<file path="config.mk">
export PLATFORM = sky130hd
export DESIGN_NAME = quad_dec_multi
export DESIGN_NICKNAME = d
export VERILOG_FILES = /design/src/rtl/quad_dec_multi.sv
export SDC_FILE = /design/constraint.sdc
export NUM_CORES = 1
export LEC_CHECK = 0
export CAP_MARGIN = 20
export CORE_UTILIZATION = 39
export CTS_CLUSTER_DIAMETER = 120
export DETAILED_ROUTE_END_ITERATION = 16
export PLACE_DENSITY = 0.6
export SKIP_LAST_GASP = 1
export SLEW_MARGIN = 20
export SYNTH_ARGS = -nofsm -noshare
export SYNTH_HDL_FRONTEND = slang
export SYNTH_SLANG_ARGS = --single-unit
</file>
<file path="constraint.sdc">
create_clock -name clk -period 3.9 [get_ports clk]
set_input_delay 0.78 -clock clk [delete_from_list [all_inputs] [get_ports clk]]
set_output_delay 0.78 -clock clk [all_outputs]
set_load 0.005 [all_outputs]
</file>
<file path="src/rtl/quad_dec_multi.sv">
// quad_dec_multi
//   Multi-channel quadrature encoder decoder. Each channel synchronises its
//   raw A/B pins, debounces the pair jointly, decodes Gray-code transitions
//   into step pulses with direction, and keeps a clearable position counter
//   that either wraps or saturates.
// Parameters:
//   CH     number of independent channels
//   FILT   debounce length in cycles (>= 2)
//   CNT_W  position counter width per channel
//   MODE   0 = one step per detent (x1), 1 = one step per legal edge (x4)
//   SAT    0 = position wraps, 1 = position saturates at 0 / all-ones
// Ports:
//   clk, rst_n  clock, asynchronous active-low reset
//   enc_a/enc_b raw encoder pins, one bit per channel
//   clr         per-channel synchronous clear of pos and err
//   step        one-cycle pulse per decoded step
//   dir         direction of last step (0 = CW/up, 1 = CCW/down)
//   pos         positions, channel i at [i*CNT_W +: CNT_W]
//   err         sticky illegal-transition flag
module quad_dec_multi #(
  parameter int CH    = 2,
  parameter int FILT  = 4,
  parameter int CNT_W = 8,
  parameter int MODE  = 0,
  parameter int SAT   = 0
) (
  input  logic                clk,
  input  logic                rst_n,
  input  logic [CH-1:0]       enc_a,
  input  logic [CH-1:0]       enc_b,
  input  logic [CH-1:0]       clr,
  output logic [CH-1:0]       step,
  output logic [CH-1:0]       dir,
  output logic [CH*CNT_W-1:0] pos,
  output logic [CH-1:0]       err
);

  localparam int CW = (FILT > 2) ? $clog2(FILT) : 1;
  localparam logic [CW-1:0] CMAX = CW'(FILT - 1);

  for (genvar i = 0; i < CH; i++) begin : g_ch
    logic [1:0]       s1, s2, filt, cand, prev;
    logic [CW-1:0]    cnt;
    logic             valid, upd;
    logic             cw_t, ccw_t, ill_t, is_step, step_r, dir_r, err_r;
    logic [CNT_W-1:0] pos_r;

    always_ff @(posedge clk or negedge rst_n) begin
      if (!rst_n) begin
        s1 <= '0;
        s2 <= '0;
      end else begin
        s1 <= {enc_b[i], enc_a[i]};
        s2 <= s1;
      end
    end

    // Before acquisition the window counts stability of any value, including
    // the reset value of filt, so the first stable window is always taken.
    // A filt change is handed to the decoder one cycle later through upd/prev.
    always_ff @(posedge clk or negedge rst_n) begin
      if (!rst_n) begin
        filt  <= '0;
        cand  <= '0;
        cnt   <= '0;
        valid <= 1'b0;
        upd   <= 1'b0;
        prev  <= '0;
      end else begin
        upd <= 1'b0;
        if (!valid) begin
          if (s2 == cand) begin
            if (cnt == CMAX) begin
              filt  <= s2;
              valid <= 1'b1;
              cnt   <= '0;
            end else begin
              cnt <= cnt + 1'b1;
            end
          end else begin
            cand <= s2;
            cnt  <= CW'(1);
          end
        end else if (s2 == cand && cnt == CMAX) begin
          filt <= s2;
          prev <= filt;
          upd  <= 1'b1;
          cnt  <= '0;
        end else if (s2 == filt) begin
          cand <= s2;
          cnt  <= '0;
        end else if (s2 != cand) begin
          cand <= s2;
          cnt  <= CW'(1);
        end else begin
          cnt <= cnt + 1'b1;
        end
      end
    end

    always_comb begin
      cw_t  = (prev == 2'b00 && filt == 2'b01) || (prev == 2'b01 && filt == 2'b11) ||
              (prev == 2'b11 && filt == 2'b10) || (prev == 2'b10 && filt == 2'b00);
      ccw_t = (prev == 2'b00 && filt == 2'b10) || (prev == 2'b10 && filt == 2'b11) ||
              (prev == 2'b11 && filt == 2'b01) || (prev == 2'b01 && filt == 2'b00);
      ill_t = (prev ^ filt) == 2'b11;
      if (MODE == 1) begin
        is_step = cw_t || ccw_t;
      end else begin
        is_step = filt == 2'b11 && (prev == 2'b01 || prev == 2'b10);
      end
    end

    always_ff @(posedge clk or negedge rst_n) begin
      if (!rst_n) begin
        step_r <= 1'b0;
        dir_r  <= 1'b0;
        err_r  <= 1'b0;
        pos_r  <= '0;
      end else begin
        step_r <= upd && is_step;
        if (upd && is_step) begin
          dir_r <= ccw_t;
        end
        if (clr[i]) begin
          pos_r <= '0;
        end else if (upd && is_step) begin
          if (ccw_t) begin
            if (!(SAT != 0 && pos_r == '0)) pos_r <= pos_r - 1'b1;
          end else begin
            if (!(SAT != 0 && pos_r == '1)) pos_r <= pos_r + 1'b1;
          end
        end
        if (clr[i]) begin
          err_r <= 1'b0;
        end else if (upd && ill_t) begin
          err_r <= 1'b1;
        end
      end
    end

    assign step[i]                  = step_r;
    assign dir[i]                   = dir_r;
    assign err[i]                   = err_r;
    assign pos[i*CNT_W +: CNT_W]    = pos_r;
  end

endmodule
</file>
==> impl_metrics.toml <==
[worst_setup_path]
worst_ep_arrival_time_ps = 3170
crit_type = "reg2reg"
cp_max_fo = 9
crit_required_ps = 4100
end_kind = "flip-flop"
start_kind = "flip-flop"

[timing]
timing.fmax_mhz = 337
min_period_ps = 2970
tightest_slew_ps = 472
rsz0062_at_grt = "no"
finalSetupTns_ps = 0
finalClockSkew_ps = 13.9
fin_crit_sh_pct = 76.0
setup_viol = 0
hold_ws_ps = 354
slew_viol_final = 0
relSlewSlack_pct = 68.3
hold_viol = 0

[cells_and_area]
layout-drive-gt1-share_pct = 10.9
fin_nets = 306
antenna_cells = 0
syn2layout_area_growth_pct = 16.0
final_common_cell = "dfrtp_1"
most-common-layout-cells = "dfrtp_1 (50), clkdlybuf4s50_1 (28), ha_1 (22)"

[run]
maxCapViolCount = 0

[route]
drt-initial-drc-count = 47
vias_per_cell = 5.14
drt-wirelength-per-cell_um = 13.1
ant_nets = 0
vias = 1826
wl_mm = 4.66
first_pass_iters = 4
route.detailed.drc = 0

[power_and_ir_drop]
seq_power_share_pct = 42.2
switching_share_pct = 32.8
cellPowerDensity_nw_per_um2 = 506
power.switching_w = 0.000520
p_clk_share_pct = 27.5
ir_drop_mv = 0.200
leakage_nw = 1.41
total_power_w = 0.00159
internal_power_w = 0.00107
combPwrFrac_pct = 30.3

[logic_synthesis]
synth_nets = 285
avgSynthCellArea_um2 = 10.7
yosysSeqAreaShare_pct = 46.2
ys_types = 35
yosys_warnings = 0
synth-seq-cells = 50
netlist_area_um2 = 2710
synthCells = 253
synth_ff_type = "dfrtp_1"
synth_async_sr_flop_share_pct = 100
synth_edf_count = 0

[status]
status = "complete, no violations"

[grt]
grt_pass1_wl_mm = 8.17
grt_pass1_vias = 1826
grt_antenna_before_repair = 0
grt_max_degree = 34
track_usage_pct = 14.2
overflow = 0

[clocking]
clkLatencyLatePin_ps = 310
cts-buffers-inserted = 5
clockBufferDepth = 2
path_clk_slew_ps = 100
cts.sinks = 50
postCtsSetupRepairBufs = 0
cts_resized = 0
h-tree-depth = 2
cts_root_buf = "clkbuf_8"
cts_hold_buf = 0
cts_tree = "built"

[floorplan]
design.core.area_um2 = 6760
fp.dieH_um = 85.3
row_count = 30
die-area_um2 = 7280
pin_count = 30
fp.dieW_um = 85.3
initial_core_util_pct = 40.1

[placed_design]
gp_congestion = 0.788
port_buffers = 29
hpwl_mm = 3.39

[hold_path]
hp-class = "reg2reg"
[per-layer routing]
layer / up-vias / wire [um] / GRT usage [%] / share of wire (%)
met1: 880 / 2230 / 18.0 / 48
met4: 0 / 69 / 5.15 / 1.5
met5: - / 0 / 0 / 0
met2: 25 / 2230 / 23.6 / 48
met3: 6 / 130 / 3.31 / 2.8
li1: 915 / - / - / -
[power groups by stage]
stage / clock network, W / logic, W / registers (W)
6_report: 0.000437 / 0.000480 / 0.000670
2_1_floorplan: 0 / 0.000427 / 0.000645
3_5_place_dp: 0 / 0.000483 / 0.000682
5_1_grt: 0.000471 / 0.000544 / 0.000685
3_3_place_gp: 0 / 0.000466 / 0.000677
4_1_cts: 0.000452 / 0.000484 / 0.000672
[per-stage QoR]
stage	instances	cell area (um2)	setup WS, ps	utilization [%]
4_1_cts	355	3140	947	46.5
3_3_place_gp	347	3000	1060	44.4
5_1_grt	355	3140	749	46.5
3_5_place_dp	347	3000	965	44.4
6_report	355	3140	935	46.5
2_1_floorplan	253	2710	1160	-
[critical path, stage by stage (launching register included)]
cell	delay, ps
dfrtp_1	450
inv_1	100
ha_1	200
mux4_2	600
ha_1	330
a211oi_1	460
o211ai_4	140
nand3_1	90
nor3b_2	190
mux2_4	310
[final timing paths]
check	startpoint	to	slack, ps	cells past startpoint
hold / removal	g_ch[1].s1[1]	g_ch[1].s2[1]	350	0
min in group asynchronous	rst_n	g_ch[1].pos_r[2]	380	1
hold reg to reg	g_ch[1].s1[1]	g_ch[1].s2[1]	350	0
setup reg to reg	g_ch[0].prev[0]	g_ch[0].pos_r[7]	930	9
setup / recovery	g_ch[0].prev[0]	g_ch[0].pos_r[7]	930	9
max in group asynchronous	rst_n	g_ch[1].upd	2760	2
[cell type report]
| cell class | count | area [um2] |
|---|---|---|
| Clock buffer | 5 | 68.8 |
| Sequential cell | 50 | 1250 |
| Timing Repair Buffer | 30 | 293 |
| Tap cell | 80 | 100 |
| Inverter | 14 | 52.6 |
| Fill cell | 633 | 3620 |
| Multi-Input combinational cell | 173 | 1310 |
| Clock inverter | 3 | 68.8 |
[registers in the layout, indices dropped and copies added (netlist names)]
register     flops
g_ch.step_r      2
g_ch.s1          4
g_ch.dir_r       2
g_ch.cand        4
g_ch.upd         2
g_ch.filt        4
g_ch.err_r       2
g_ch.pos_r      16
g_ch.cnt         4
g_ch.valid       2
g_ch.prev        4
g_ch.s2          4
[cell usage after synthesis, drive strengths merged, types with 4 or more instances]
cell / count / area share [%]
buf: 8 / 2.5
nand3b: 4 / 1.1
a211oi: 5 / 1.4
o21ai: 14 / 2.6
xnor2: 6 / 1.9
nand2b: 8 / 1.8
nor2: 19 / 2.6
o211ai: 4 / 1.8
nand3: 10 / 1.8
a21oi: 19 / 3.8
clkbuf: 8 / 1.1
mux2: 10 / 4.4
nand2: 18 / 2.5
inv: 13 / 1.8
nor2b: 4 / 0.92
dfrtp: 50 / 46
xor2: 10 / 3.2
ha: 22 / 10
[logic make-up (layout without fill, tap and decap cells)]
kind of cell | count (synthesis) | count (layout) | synth area share, %
AO/OA/AOI/OAI | 50 | 50 | 11.8
XOR/XNOR | 16 | 16 | 5.18
adder cells (fa/ha/maj) | 24 | 24 | 11.6
buffers and inverters | 30 | 52 | 5.55
flip-flops | 50 | 50 | 46.2
multiplexers | 12 | 12 | 6.10
AND/OR/NAND/NOR | 71 | 71 | 13.5
Power figures use the tool's default switching activity.
